File: config.mk
export PLATFORM = sky130hd
export DESIGN_NAME = vga_framebuffer_scanout
export DESIGN_NICKNAME = d
export VERILOG_FILES = /design/src/rtl/vga_framebuffer_scanout_pkg.sv /design/src/rtl/vga_framebuffer_scanout_timing.sv /design/src/rtl/vga_framebuffer_scanout.sv
export SDC_FILE = /design/constraint.sdc
export NUM_CORES = 1
export LEC_CHECK = 0
export CORE_MARGIN = 3
export CORE_UTILIZATION = 55
export DETAILED_ROUTE_END_ITERATION = 8
export PLACE_DENSITY = 0.75
export SYNTH_ARGS = -nofsm -noshare
export SYNTH_HDL_FRONTEND = slang
export SYNTH_SLANG_ARGS = --single-unit
File: constraint.sdc
create_clock -name Clock -period 2.27 [get_ports Clock]
set_clock_uncertainty 0.1 [all_clocks]
set_input_delay 0.454 -clock Clock [delete_from_list [all_inputs] [get_ports Clock]]
set_output_delay 0.454 -clock Clock [all_outputs]
set_load 0.05 [all_outputs]
File: src/rtl/vga_framebuffer_scanout_pkg.sv
// ----------------------------------------------------------------------------
// vga_framebuffer_scanout_pkg
//   Shared definitions for the VGA framebuffer scanout block:
//   - COLOR_* 3-bit {R,G,B} codes
//   - default 640x480@60 timing constants (pixel ticks / lines)
//   - counter and framebuffer address widths
//   - the per-pixel flag bundle carried through pipeline stage S1
// ----------------------------------------------------------------------------
package vga_framebuffer_scanout_pkg;

    // Colour codes, {R,G,B}
    localparam logic [2:0] COLOR_BLACK  = 3'b000;
    localparam logic [2:0] COLOR_BLUE   = 3'b001;
    localparam logic [2:0] COLOR_GREEN  = 3'b010;
    localparam logic [2:0] COLOR_RED    = 3'b100;
    localparam logic [2:0] COLOR_YELLOW = 3'b110;
    localparam logic [2:0] COLOR_WHITE  = 3'b111;

    // Default timing: horizontal in pixel ticks, vertical in lines
    localparam int H_VISIBLE_DEF = 640;
    localparam int H_FRONT_DEF   = 16;
    localparam int H_SYNC_DEF    = 96;
    localparam int H_BACK_DEF    = 48;
    localparam int V_VISIBLE_DEF = 480;
    localparam int V_FRONT_DEF   = 10;
    localparam int V_SYNC_DEF    = 2;
    localparam int V_BACK_DEF    = 33;

    // Framebuffer window placement on screen
    localparam int WIN_X0_DEF = 192;
    localparam int WIN_Y0_DEF = 112;
    localparam int WIN_SIZE   = 256;

    // Widths
    localparam int CNT_W      = 10;   // h/v counters (800 and 525 both fit)
    localparam int FB_COORD_W = 8;    // framebuffer column / row
    localparam int FB_ADDR_W  = 2 * FB_COORD_W;

    // Flags captured alongside the framebuffer address in stage S1
    typedef struct packed {
        logic in_win;
        logic vis;
        logic hs;
        logic vs;
        logic border;
    } scan_flags_t;

    // Idle value: syncs inactive (high), nothing visible
    localparam scan_flags_t SCAN_FLAGS_IDLE = '{
        in_win: 1'b0, vis: 1'b0, hs: 1'b1, vs: 1'b1, border: 1'b0
    };

    // RAM address layout: column in the upper byte, row in the lower byte
    function automatic logic [FB_ADDR_W-1:0] fb_addr_pack(
        input logic [FB_COORD_W-1:0] col,
        input logic [FB_COORD_W-1:0] row
    );
        return {col, row};
    endfunction

endpackage

File: src/rtl/vga_framebuffer_scanout_timing.sv
// ----------------------------------------------------------------------------
// vga_framebuffer_scanout_timing
//   Pixel-tick generator and horizontal/vertical raster counters.
//   A 1-bit phase toggles every clock; the pixel tick is phase==1, giving a
//   tick every second clock. Counters advance only on a tick.
// Ports
//   clk        in   system clock, rising edge
//   srst       in   synchronous active-high reset
//   tick       out  pixel tick (one clock wide, every 2nd clock)
//   h_cnt      out  horizontal position, 0..H_TOTAL-1
//   v_cnt      out  vertical position, 0..V_TOTAL-1
//   hs_raw     out  horizontal sync for current position, active-low
//   vs_raw     out  vertical sync for current position, active-low
//   vis_raw    out  current position is inside the visible area
//   frame_wrap out  tick on the last position of the frame (wraps to 0,0)
// ----------------------------------------------------------------------------
module vga_framebuffer_scanout_timing
    import vga_framebuffer_scanout_pkg::*;
#(
    parameter int H_VISIBLE = H_VISIBLE_DEF,
    parameter int H_FRONT   = H_FRONT_DEF,
    parameter int H_SYNC    = H_SYNC_DEF,
    parameter int H_BACK    = H_BACK_DEF,
    parameter int V_VISIBLE = V_VISIBLE_DEF,
    parameter int V_FRONT   = V_FRONT_DEF,
    parameter int V_SYNC    = V_SYNC_DEF,
    parameter int V_BACK    = V_BACK_DEF
) (
    input  logic             clk,
    input  logic             srst,
    output logic             tick,
    output logic [CNT_W-1:0] h_cnt,
    output logic [CNT_W-1:0] v_cnt,
    output logic             hs_raw,
    output logic             vs_raw,
    output logic             vis_raw,
    output logic             frame_wrap
);

    localparam int H_TOTAL = H_VISIBLE + H_FRONT + H_SYNC + H_BACK;
    localparam int V_TOTAL = V_VISIBLE + V_FRONT + V_SYNC + V_BACK;

    localparam logic [CNT_W-1:0] H_LAST     = CNT_W'(H_TOTAL - 1);
    localparam logic [CNT_W-1:0] V_LAST     = CNT_W'(V_TOTAL - 1);
    localparam logic [CNT_W-1:0] H_VIS_END  = CNT_W'(H_VISIBLE);
    localparam logic [CNT_W-1:0] V_VIS_END  = CNT_W'(V_VISIBLE);
    localparam logic [CNT_W-1:0] HS_START   = CNT_W'(H_VISIBLE + H_FRONT);
    localparam logic [CNT_W-1:0] HS_END     = CNT_W'(H_VISIBLE + H_FRONT + H_SYNC);
    localparam logic [CNT_W-1:0] VS_START   = CNT_W'(V_VISIBLE + V_FRONT);
    localparam logic [CNT_W-1:0] VS_END     = CNT_W'(V_VISIBLE + V_FRONT + V_SYNC);

    logic             phase_reg;
    logic [CNT_W-1:0] h_reg;
    logic [CNT_W-1:0] h_next;
    logic [CNT_W-1:0] v_reg;
    logic [CNT_W-1:0] v_next;
    logic             h_last;
    logic             v_last;

    always_comb begin
        h_last = (h_reg == H_LAST);
        v_last = (v_reg == V_LAST);
        h_next = h_last ? '0 : h_reg + CNT_W'(1);
        v_next = v_reg;
        if (h_last) begin
            v_next = v_last ? '0 : v_reg + CNT_W'(1);
        end
    end

    always_ff @(posedge clk) begin
        if (srst) begin
            phase_reg <= 1'b0;
            h_reg     <= '0;
            v_reg     <= '0;
        end else begin
            phase_reg <= ~phase_reg;
            if (phase_reg) begin
                h_reg <= h_next;
                v_reg <= v_next;
            end
        end
    end

    assign tick       = phase_reg;
    assign h_cnt      = h_reg;
    assign v_cnt      = v_reg;
    assign hs_raw     = ~((h_reg >= HS_START) && (h_reg < HS_END));
    assign vs_raw     = ~((v_reg >= VS_START) && (v_reg < VS_END));
    assign vis_raw    = (h_reg < H_VIS_END) && (v_reg < V_VIS_END);
    assign frame_wrap = phase_reg && h_last && v_last;

endmodule

File: src/rtl/vga_framebuffer_scanout.sv
// ----------------------------------------------------------------------------
// vga_framebuffer_scanout
//   Read side of the 256x256x3 video RAM. Scans a 640x480@60 raster (pixel
//   tick every 2nd clock of the 50 MHz clock), reads the framebuffer while the
//   raster is inside the window placed at (WIN_X0, WIN_Y0) and drives the VGA
//   pins; everything outside the window is black.
//   Optional feature, macro VGA_BORDER_EN: a 1-pixel white frame is drawn just
//   outside the window where it falls on visible pixels. Without the macro
//   those pixels are black.
// Ports
//   Clock          in   50 MHz system clock, rising edge
//   Reset          in   synchronous active-high reset
//   iFbData        in   RAM read data {R,G,B}, one clock after the read
//   oFbAddress     out  RAM address {col[7:0], row[7:0]}, held when idle
//   oFbReadEnable  out  one-clock read strobe for oFbAddress
//   oVGA_R/G/B     out  colour pins
//   oVGA_HS        out  horizontal sync, active-low
//   oVGA_VS        out  vertical sync, active-low
//   oFrameStart    out  one-clock pulse on the tick that wraps to (0,0)
// Pipeline (both stages advance on the pixel tick):
//   S1: window compare, address, read strobe, raw flags captured
//   S2: colour select from iFbData, syncs re-aligned with colour
//   Pins therefore show a position 2 ticks (4 clocks) after the counters.
// WIN_X0 and WIN_Y0 must be at least 1 and WIN_Xx0+256 must fit in 10 bits.
// ----------------------------------------------------------------------------
module vga_framebuffer_scanout
    import vga_framebuffer_scanout_pkg::*;
#(
    parameter int H_VISIBLE = H_VISIBLE_DEF,
    parameter int H_FRONT   = H_FRONT_DEF,
    parameter int H_SYNC    = H_SYNC_DEF,
    parameter int H_BACK    = H_BACK_DEF,
    parameter int V_VISIBLE = V_VISIBLE_DEF,
    parameter int V_FRONT   = V_FRONT_DEF,
    parameter int V_SYNC    = V_SYNC_DEF,
    parameter int V_BACK    = V_BACK_DEF,
    parameter int WIN_X0    = WIN_X0_DEF,
    parameter int WIN_Y0    = WIN_Y0_DEF
) (
    input  logic                 Clock,
    input  logic                 Reset,
    input  logic [2:0]           iFbData,
    output logic [FB_ADDR_W-1:0] oFbAddress,
    output logic                 oFbReadEnable,
    output logic                 oVGA_R,
    output logic                 oVGA_G,
    output logic                 oVGA_B,
    output logic                 oVGA_HS,
    output logic                 oVGA_VS,
    output logic                 oFrameStart
);

    logic             tick;
    logic [CNT_W-1:0] h_cnt;
    logic [CNT_W-1:0] v_cnt;
    logic             hs_raw;
    logic             vs_raw;
    logic             vis_raw;
    logic             frame_wrap;

    vga_framebuffer_scanout_timing #(
        .H_VISIBLE (H_VISIBLE),
        .H_FRONT   (H_FRONT),
        .H_SYNC    (H_SYNC),
        .H_BACK    (H_BACK),
        .V_VISIBLE (V_VISIBLE),
        .V_FRONT   (V_FRONT),
        .V_SYNC    (V_SYNC),
        .V_BACK    (V_BACK)
    ) u_timing (
        .clk        (Clock),
        .srst       (Reset),
        .tick       (tick),
        .h_cnt      (h_cnt),
        .v_cnt      (v_cnt),
        .hs_raw     (hs_raw),
        .vs_raw     (vs_raw),
        .vis_raw    (vis_raw),
        .frame_wrap (frame_wrap)
    );

    // Axis 0 is horizontal (column), axis 1 is vertical (row)
    logic [1:0][CNT_W-1:0]      pos_cnt;
    logic [1:0][FB_COORD_W-1:0] fb_coord;
    logic [1:0]                 axis_in;
    logic                       border_now;

    assign pos_cnt[0] = h_cnt;
    assign pos_cnt[1] = v_cnt;

    // Window test is a plain range compare on the 10-bit counter, so a
    // position left of / above the window never aliases into it.
    genvar gi;
    generate
        for (gi = 0; gi < 2; gi++) begin : g_axis
            localparam int               ORG     = (gi == 0) ? WIN_X0 : WIN_Y0;
            localparam logic [CNT_W-1:0] ORG_LO  = CNT_W'(ORG);
            localparam logic [CNT_W-1:0] ORG_END = CNT_W'(ORG + WIN_SIZE);
            assign fb_coord[gi] = FB_COORD_W'(pos_cnt[gi] - ORG_LO);
            assign axis_in[gi]  = (pos_cnt[gi] >= ORG_LO) && (pos_cnt[gi] < ORG_END);
        end
    endgenerate

`ifdef VGA_BORDER_EN
    // Ring one pixel outside the window: on an edge line of one axis while
    // within the extended span [ORG-1, ORG+256] of the other axis.
    logic [1:0] axis_edge;
    logic [1:0] axis_span;
    generate
        for (gi = 0; gi < 2; gi++) begin : g_border
            localparam int               ORG     = (gi == 0) ? WIN_X0 : WIN_Y0;
            localparam logic [CNT_W-1:0] RING_LO = CNT_W'(ORG - 1);
            localparam logic [CNT_W-1:0] RING_HI = CNT_W'(ORG + WIN_SIZE);
            assign axis_edge[gi] = (pos_cnt[gi] == RING_LO) || (pos_cnt[gi] == RING_HI);
            assign axis_span[gi] = (pos_cnt[gi] >= RING_LO) && (pos_cnt[gi] <= RING_HI);
        end
    endgenerate
    assign border_now = (axis_edge[0] && axis_span[1]) || (axis_edge[1] && axis_span[0]);
`else
    assign border_now = 1'b0;
`endif

    scan_flags_t          s1_next;
    scan_flags_t          s1_reg;
    logic [FB_ADDR_W-1:0] fb_addr_reg;
    logic                 rd_en_reg;
    logic [2:0]           rgb_reg;
    logic                 hs_reg;
    logic                 vs_reg;

    always_comb begin
        s1_next        = SCAN_FLAGS_IDLE;
        s1_next.in_win = &axis_in;
        s1_next.vis    = vis_raw;
        s1_next.hs     = hs_raw;
        s1_next.vs     = vs_raw;
        s1_next.border = border_now;
    end

    always_ff @(posedge Clock) begin
        if (Reset) begin
            s1_reg      <= SCAN_FLAGS_IDLE;
            fb_addr_reg <= '0;
            rd_en_reg   <= 1'b0;
            rgb_reg     <= COLOR_BLACK;
            hs_reg      <= 1'b1;
            vs_reg      <= 1'b1;
        end else begin
            // Read strobe lasts exactly the clock after the S1 tick
            rd_en_reg <= tick && s1_next.in_win;
            if (tick) begin
                // S1
                s1_reg <= s1_next;
                if (s1_next.in_win) begin
                    fb_addr_reg <= fb_addr_pack(fb_coord[0], fb_coord[1]);
                end
                // S2: iFbData now holds the word read for s1_reg's position
                if (s1_reg.vis && s1_reg.in_win) begin
                    rgb_reg <= iFbData;
                end else if (s1_reg.vis && s1_reg.border) begin
                    rgb_reg <= COLOR_WHITE;
                end else begin
                    rgb_reg <= COLOR_BLACK;
                end
                hs_reg <= s1_reg.hs;
                vs_reg <= s1_reg.vs;
            end
        end
    end

    assign oFbAddress    = fb_addr_reg;
    assign oFbReadEnable = rd_en_reg;
    assign oVGA_R        = rgb_reg[2];
    assign oVGA_G        = rgb_reg[1];
    assign oVGA_B        = rgb_reg[0];
    assign oVGA_HS       = hs_reg;
    assign oVGA_VS       = vs_reg;
    // Held low while Reset is asserted so the pulse can't fire mid-reset
    assign oFrameStart   = frame_wrap && !Reset;

endmodule
* After elaboration in Yosys (flattened, before gate mapping)
Cells that the tools add are included.
** Operators by class
- Add/subtract/negate cells :: 4
- Order comparisons :: 10
- Eq/ne operators :: 2
- Multiplexer cells :: 3
- Bitwise operators :: 3
- Reduce and logical (&&, ||, !) cells :: 14
** Operators with widths (count)
- < comparator 10 x 9 -> 1 bit (second input constant) :: 4
- adder 10 x 1 -> 10 bit (second input constant) :: 2
- == test 10 bit (second input constant) :: 2
- < comparator 10 bit (second input constant) :: 2
- 2-to-1 mux 10 bit :: 2
- greater-or-equal comparator 10 bit (second input constant) :: 1
- greater-or-equal comparator 10 x 7 -> 1 bit (second input constant) :: 1
- greater-or-equal comparator 10 x 8 -> 1 bit (second input constant) :: 1
- greater-or-equal comparator 10 x 9 -> 1 bit (second input constant) :: 1
- logical AND 1 bit :: 10
- subtractor 8 x 7 -> 8 bit (second input constant) :: 1
- subtractor 8 bit (second input constant) :: 1
- AND reduction 2 bit :: 2
- 2-to-1 mux 3 bit :: 1
- inverter 1 bit :: 3
- AND reduction 3 bit :: 1
- zero test 1 bit :: 1
** Storage, ports and cells
- Flip-flop bits (word level) :: 47
- Input bits :: 5
- Logic and storage cells :: 48

* Depth between registers and ports, before layout
Gate-level depths: netlist (run 1).
- Word-level depth :: 4
- Mapped depth :: 8

* Cells and area by module
Synthesis (run 1) repeated with hierarchy kept, for this count alone.
** Second synthesis, totals
- Cell total of the unflattened synthesis :: 249
- Area, all modules :: 2243.4 um2
** Modules (own cells, without submodules)
- vga_framebuffer_scanout_timing :: instances 1, cells an instance 132, area each 1129.8 um2, sequential area each 420.4 um2
- vga_framebuffer_scanout :: instances 1, cells an instance 117, area each 1113.6 um2, sequential area each 520.5 um2

* Worst setup path after synthesis (run 1)
Ideal clock, no wire load.
- Path kind :: flip-flop to output port
- Start point :: register u_timing.h_reg[0] (netlist: u_timing.h_cnt[0])
- End point :: output oFrameStart
- Arrival time :: 2.350 ns
- Slack :: -0.634 ns
- Cell stages (with the launch flop) :: 6
- Buffers on the path :: 1
- Cell sequence :: dfxtp_1 > ha_1 > nand2_1 > or3_1 > buf_6 > nor3_1
** On the way
- Cells in the longest elaborated chain, start to end :: 4
** RTL lines
- start: declaration :: line vga_framebuffer_scanout_timing.sv:53 : logic [CNT_W-1:0] h_reg;
- start signal: assignment :: line vga_framebuffer_scanout_timing.sv:78 : h_reg <= h_next;
- == test 10 bit :: line vga_framebuffer_scanout_timing.sv:61 : h_last = (h_reg == H_LAST);
- logical AND 1 bit (2 in series) :: line vga_framebuffer_scanout_timing.sv:90 : assign frame_wrap = phase_reg && h_last && v_last;
- logical AND 1 bit :: line vga_framebuffer_scanout.sv:179 : assign oFrameStart = frame_wrap && !Reset;
- end: declaration :: line vga_framebuffer_scanout.sv:50 : output logic oFrameStart
No other way between the ends.

* Worst setup path in the final report (run 1)
- Start point :: register u_timing.v_reg[0] (netlist: u_timing.v_cnt[0])
- End point :: output oFrameStart
** On the way
- Cells in the longest elaborated chain, start to end :: 3
** RTL lines
- start: declaration :: line vga_framebuffer_scanout_timing.sv:55 : logic [CNT_W-1:0] v_reg;
- start signal: assignment :: line vga_framebuffer_scanout_timing.sv:79 : v_reg <= v_next;
- == test 10 bit :: line vga_framebuffer_scanout_timing.sv:62 : v_last = (v_reg == V_LAST);
- logical AND 1 bit :: line vga_framebuffer_scanout_timing.sv:90
- logical AND 1 bit :: line vga_framebuffer_scanout.sv:179
No other way between the ends.

==> results of run 1 <==
==> Yosys cell counts, types with 2 or more instances <==
master,count,area [um2]
nand4_1,10,62.6
a22oi_1,2,15.0
nor4bb_1,2,20.0
nand2b_1,4,25.0
xnor2_1,13,114
nor4_1,7,43.8
nor2_1,26,97.6
dfxtp_1,47,941
a21oi_1,23,115
nor2b_1,4,25.0
a211o_1,2,17.5
nor3_1,3,15.0
o21ai_0,16,80.1
xor2_1,5,43.8
and3_1,2,12.5
o21a_1,2,15.0
nand3_1,22,110
ha_1,11,138
inv_1,11,41.3
buf_2,3,15.0
clkbuf_1,15,56.3
nand2_1,10,37.5
a211oi_1,3,22.5
==> worst reg2reg max path: stages (launching register included) <==
cell and delay, ns:
dfxtp_4 0.36, buf_4 0.16, ha_1 0.21, a21o_1 0.24, a2111o_2 0.62, o21ai_0 0.22, a21oi_1 0.08
==> worst max-delay path by stage <==
stage / from / to / slack (ns) / depth (start not counted)
3_5_place_dp: u_timing.v_cnt[4] / oFrameStart / 0.16 / 6
4_1_cts: u_timing.h_cnt[6] / oFrameStart / 0.007 / 6
3_3_place_gp: u_timing.v_cnt[4] / oFrameStart / 0.19 / 6
5_1_grt: u_timing.v_cnt[0] / oFrameStart / -0.08 / 6
6_report: u_timing.v_cnt[0] / oFrameStart / 0.01 / 6
2_1_floorplan: u_timing.h_cnt[0] / oFrameStart / 0.04 / 5
==> per-layer routing <==
metal | track usage | part of all wire
met5 | 0 | 0
met1 | 0.306 | 0.47
met3 | 0.0317 | 0.055
met4 | 0.0723 | 0.013
met2 | 0.311 | 0.46
==> cells by family (layout without fill, tap and decap cells) <==
logic type      after synthesis  count (layout)
compound gates               59              59
xor+xnor                     18              18
fa+ha+maj                    11              11
buf+inv                      31              75
flops                        47              47
mux                           1               1
simple gates                 96              96
==> power by group through the flow <==
stage | Combinational (W) | Sequential [W] | Clock, W
after detailed placement | 0.0000769 | 0.000857 | 0
after global placement | 0.0000772 | 0.000857 | 0
after global routing | 0.0000859 | 0.000835 | 0.000533
after floorplan | 0.0000374 | 0.000866 | 0
final | 0.0000794 | 0.000834 | 0.000493
after CTS | 0.0000782 | 0.000837 | 0.000506
==> timing repair <==
action,CTS,global route
pin swaps,5,2
buffers inserted,4,5
gates resized for setup,9,18
cloned,0,0
setup endpoints to repair,1,1
==> stage by stage <==
| step | setup WS (ns) | hold slack [ns] |
|---|---|---|
| floorplan | 0.0370 | 0.334 |
| global placement | 0.191 | 0.343 |
| detailed placement | 0.158 | 0.352 |
| CTS | 0.00696 | 0.371 |
| global route | -0.0830 | 0.387 |
| finish | 0.0100 | 0.368 |
==> area by class of cell <==
| cell class | instances | share of cell area |
|---|---|---|
| Tap cell | 48 | 0.0206 |
| Timing Repair Buffer | 57 | 0.173 |
| Inverter | 11 | 0.0150 |
| Multi-Input combinational cell | 185 | 0.432 |
| Sequential cell | 47 | 0.329 |
| Clock buffer | 6 | 0.0283 |
| Clock inverter | 1 | 0.00172 |
==> results_dict.tcl, run 1 <==
set metrics [dict create \
    post-dp-hpwl_mm 3.70 \
    cp.arrival_ns 1.71 \
    synth_xor_area_frac 0.0696 \
    min_from "s1_reg[2]" \
    synthSimpleGateAreaFrac 0.225 \
    path_class "reg -> out" \
    comb_power_share 0.056 \
    drtAntennaViolNets 0 \
    cts_sinks 47 \
    hold_depth 1 \
    antenna_found_initial 0 \
    period_needed_ns 2.26 \
    syn2layout_area_growth_pct 28.7 \
    seq_power_share 0.593 \
    slowest_delay_ns 0.36 \
    synth_top_family_by_area "simple AND/OR/NAND/NOR gates" \
    place.gp.congestion 0.901 \
    grt_overflow 0 \
    finalWirelength_mm 5.41 \
    stdcell_count 355 \
    track_usage 0.209 \
    seqCellArea_um2 961 \
    numCtsBuffers 5 \
    vias 2007 \
    multiInputGateArea_um2 1260 \
    synth-compound-area-share 0.167 \
    slowest_stage "dfxtp_4" \
    crit_path_start_kind "flop" \
    wl_per_cell_um 15.2 \
    hold_class "reg -> reg" \
    synth-main-ff-cell "dfxtp_1" \
    rsz0062_at_grt "yes" \
    synth_warnings 0 \
    rrSetupSlack_ns 0.18 \
    hold_buffers 0 \
    cts_buffer_depth 2 \
    post-route-util 0.762 \
    p_total_w 0.00141 \
    nFillCells 289 \
    worstSetupEndpointType "output port" \
    max-cap-violations 0 \
    syn_inst 263 \
    largest_reg_flops 16 \
    crit_fanout 3 \
    swShare 0.220 \
    dieArea_um2 4930 \
    postPlaceCellArea_um2 2690 \
    core-area_um2 3830 \
    clockRootBuffer "clkbuf_8" \
    start_util 0.592 \
    synthDistinctLibCells 43 \
    power.leakage_nw 1.06 \
    worst_pin_slew_ns 0.602 \
    crit_family "simple AND/OR/NAND/NOR gates" \
    clock_latency_ns 0.29 \
    status "finished clean" \
    portBuffers 27 \
    setup_viol 0 \
    crit_required_ns 1.72 \
    p_per_area_nw_per_um2 482 \
    grt_pass1_vias 1784 \
    avgViaCountPerCell 5.65 \
    whs_endpoint "oVGA_HS" \
    nets 323 \
    setup_tns_ns 0 \
    die_w_um 70.2 \
    antenna_cells 0 \
    maxSlewViolCount 0 \
    final.period_utilization 0.996 \
    ir_worst_vdd_uv 305 \
    crit_chain "inv_2 -> ha_1 -> nor2b_4 -> nand4_1 -> nor3_4 -> buf_12" \
    p_int_w 0.00110 \
    stdcell_area_um2 2920 \
    syn_avg_cell_area_um2 8.62 \
    drc 0 \
    synth_fp_nets 279 \
    final_common_cell "dfxtp_1" \
    p_switching_w 0.000309 \
    synth_edf_count 0 \
    fmaxAchievable_ghz 0.442 \
    die_h_um 70.2 \
    reg2reg_to "oFbAddress[10]" \
    relSlewSlack 0.598 \
    ys_seq_elements 47 \
    dr.pass1.iters 4 \
    drt_iter0_drc 166 \
    htree_levels 2 \
    synthMuxAreaShare 0.00442 \
    synth_area_um2 2270 \
    clk_pin_slew_ns 0.08 \
    row_count 22 \
    drive_gt1_frac 0.195 \
    cts_tree "done" \
    reg2reg_from "u_timing.v_cnt[4]" \
    clkPwrFrac 0.351 \
    grt_pass1_wl_mm 8.39 \
    ios 28 \
    ys_seq_area_frac 0.415 \
    grt_max_degree 27 \
    synth-async-reset-ratio 0 \
    synth_fa_ha_area_frac 0.0607 \
    reg2reg_depth 6 \
    worstPathBufferInverterCount 2 \
    mostFrequentLayoutCells "dfxtp_1, buf_4, nor2_1, clkdlybuf4s50_1, a21oi_1" \
    finalHoldViolations 0 \
    place_inst 339 \
]
Power figures use the tool's default switching activity.
==> run 2, diff against run 1 <==
--- a/config.mk
+++ b/config.mk
@@ -5,10 +5,12 @@
 export SDC_FILE = /design/constraint.sdc
 export NUM_CORES = 1
 export LEC_CHECK = 0
+export ABC_AREA = 1
+export ABC_CLOCK_PERIOD_IN_PS = 2270
 export CORE_MARGIN = 3
-export CORE_UTILIZATION = 55
+export CORE_UTILIZATION = 46
 export DETAILED_ROUTE_END_ITERATION = 8
-export PLACE_DENSITY = 0.75
+export PLACE_DENSITY = 0.64
 export SYNTH_ARGS = -nofsm -noshare
 export SYNTH_HDL_FRONTEND = slang
 export SYNTH_SLANG_ARGS = --single-unit
==> run 2 against run 1 <==
Final cell count is 17% higher. Sequential share of layout area is 1.0 points higher. Global-route usage is 2.9 points lower. Synthesized cell count is 21% higher. Wire length is 5.5% lower. Worst hold slack worse by 0.013 ns. Setup slack better by 0.077 ns. Cell area is 4.3% lower. Critical path type unchanged. Largest cell class unchanged. Largest power group unchanged.
==> results_dict.tcl, run 2 <==
set metrics [dict create \
    relSlewSlack 0.520 \
    min_from "s1_reg[2]" \
    vias 2048 \
    drt_iter0_drc 147 \
    crit_fanout 6 \
    finalWirelength_mm 5.11 \
    path_class "reg -> out" \
    antenna_found_initial 0 \
    synth-async-reset-ratio 0 \
    cts_tree "done" \
    crit_family "simple AND/OR/NAND/NOR gates" \
    power.leakage_nw 1.06 \
    grt_overflow 0 \
    ios 28 \
    seq_power_share 0.565 \
    synth-main-ff-cell "dfxtp_1" \
    clk_pin_slew_ns 0.08 \
    drive_gt1_frac 0.101 \
    slowest_stage "dfxtp_4" \
    rsz0062_at_grt "no" \
    crit_chain "inv_2 -> ha_4 -> nand2_1 -> nor2_2 -> nand2_2 -> nor3_4 -> buf_12" \
    avgViaCountPerCell 4.95 \
    htree_levels 2 \
    synth.top_cell.area_share 0.404 \
    grt_pass1_vias 1907 \
    hold_class "reg -> reg" \
    nets 363 \
    crit_required_ns 1.72 \
    portBuffers 27 \
    final_common_cell "nand2_1" \
    cts_buffer_depth 2 \
    setup_viol 0 \
    slowest_delay_ns 0.37 \
    mostFrequentLayoutCells "nand2_1, dfxtp_1, nor2_1" \
    reg2reg_from "u_timing.h_cnt[6]" \
    grt_max_degree 34 \
    final.period_utilization 0.962 \
    wl_met2_mm 2.25 \
    status "finished clean" \
    start_util 0.484 \
    hold_depth 2 \
    netlist_top_cells_count "nand2_1, dfxtp_1, nor2_1, inv_1" \
    syn_avg_cell_area_um2 7.31 \
    drc 0 \
    fmaxAchievable_ghz 0.458 \
    numCtsBuffers 5 \
    yosys-top-cells-area "dfxtp_1, nand2_1, a21oi_1" \
    yosysTopAreaCell "dfxtp_1" \
    worstSetupEndpointType "output port" \
    wl_per_cell_um 12.4 \
    syn2layout_area_growth_pct 19.7 \
    antenna_cells 0 \
    crit_path_start_kind "flop" \
    p_per_area_nw_per_um2 529 \
    reg2reg_depth 7 \
    grt_pass1_wl_mm 8.71 \
    track_usage 0.180 \
    highest_layer "met4" \
    period_needed_ns 2.18 \
    synth_edf_count 0 \
    largest_reg_flops 16 \
    cp.arrival_ns 1.63 \
    ys_seq_area_frac 0.404 \
    dr.pass1.iters 4 \
    max-cap-violations 0 \
    synth_warnings 0 \
    clockRootBuffer "clkbuf_8" \
    postCtsSetupBuffers 0 \
    p_total_w 0.00148 \
    core-area_um2 4820 \
    reg2reg_to "oFbAddress[0]" \
    p_int_w 0.00117 \
    synthDistinctLibCells 30 \
    ir_worst_vdd_uv 293 \
    yosysMostFrequentCell "nand2_1" \
    die_h_um 77.2 \
    swShare 0.206 \
    syn_inst 319 \
    comb_power_share 0.036 \
    clock_latency_ns 0.30 \
    post-dp-hpwl_mm 3.72 \
    die_w_um 77.2 \
    drtAntennaViolNets 0 \
    setup_tns_ns 0 \
    synth_fp_nets 335 \
    place.gp.congestion 0.903 \
    p_switching_w 0.000305 \
    wl_met3_um 238 \
    clkPwrFrac 0.399 \
    maxSlewViolCount 0 \
    wl_met1_mm 2.56 \
    worstPathBufferInverterCount 2 \
    dieArea_um2 5960 \
    ys_seq_elements 47 \
    row_count 25 \
    finalHoldViolations 0 \
    rrSetupSlack_ns 0.27 \
    cts_sinks 47 \
    synth_area_um2 2330 \
    worst_pin_slew_ns 0.718 \
    whs_endpoint "oVGA_HS" \
]
[run 2: cell count changes after synthesis, sizes merged, moves of 4 or more]
cell,delta
a21oi,+7
buf,+5
clkbuf,-14
inv,+25
nand2,+54
nand2b,-4
nand3,+9
nand4,-5
nor2,+20
nor2b,-4
nor4,-5
xnor2,-12
[run 2: per-layer routing]
layer / vias up / track usage
met5: - / 0
met4: 0 / 0.0534
met3: 6 / 0.0352
met2: 47 / 0.290
met1: 910 / 0.243
li1: 1085 / -
[run 2: metrics by stage]
| stage | hold slack (ns) | instance area (um2) | cells | utilization | worst slack [ns] |
|---|---|---|---|---|---|
| 6_report | 0.356 | 2790 | 414 | 0.579 | 0.0871 |
| 5_1_grt | 0.386 | 2790 | 414 | 0.579 | 0.0181 |
| 4_1_cts | 0.360 | 2770 | 414 | 0.574 | 0.0299 |
| 3_5_place_dp | 0.349 | 2660 | 407 | 0.551 | 0.201 |
| 3_3_place_gp | 0.342 | 2660 | 407 | 0.551 | 0.253 |
| 2_1_floorplan | 0.329 | 2340 | 319 | - | 0.102 |
[run 2: timing repair]
action,CTS,global route
gates resized for setup,2,13
gates cloned,0,0
pin swaps,1,1
endpoints found under the setup margin,1,1
hold endpoints to repair,0,0
hold buffers,0,0
[run 2: final cells by class]
class | count | area, um2
fill | 497 | 2030
tap | 67 | 83.8
sequential | 47 | 948
clock inverter | 1 | 30.0
multi-input combinational | 224 | 1200
clock buffer | 6 | 72.6
inverter | 37 | 139
timing repair buffer | 32 | 318
[run 2: how the worst max path moves through the flow]
stage                           start           to  slack, ns  depth (start not counted)
floorplan           u_timing.h_cnt[6]  oFrameStart       0.10                          7
global placement                Reset  oFrameStart       0.25                          3
detailed placement              Reset  oFrameStart       0.20                          3
CTS                 u_timing.v_cnt[4]  oFrameStart       0.03                          7
global route        u_timing.v_cnt[5]  oFrameStart       0.02                          7
finish              u_timing.v_cnt[0]  oFrameStart       0.09                          7
[run 2: cells by family after synthesis]
family,Yosys count,synth area share
buffers and inverters,48,0.0945
AND/OR/NAND/NOR,158,0.303
flip-flops,47,0.404
adder cells (fa/ha/maj),11,0.0590
XOR/XNOR,6,0.0225
AO/OA/AOI/OAI,49,0.117
[run 2: worst min-delay path, delay by kind of cell (launching register included)]
family	cells	cell delay, ns
flip-flops	1	0.30
buffers and inverters	1	0.06
AO/OA/AOI/OAI	1	0.05
[run 2: power groups by stage]
stage	Clock [W]	Combinational, W	Sequential (W)
finish	0.000588	0.0000531	0.000835
global route	0.000643	0.0000599	0.000836
CTS	0.000606	0.0000536	0.000836
detailed placement	0	0.0000526	0.000855
global placement	0	0.0000528	0.000855
floorplan	0	0.0000374	0.000851
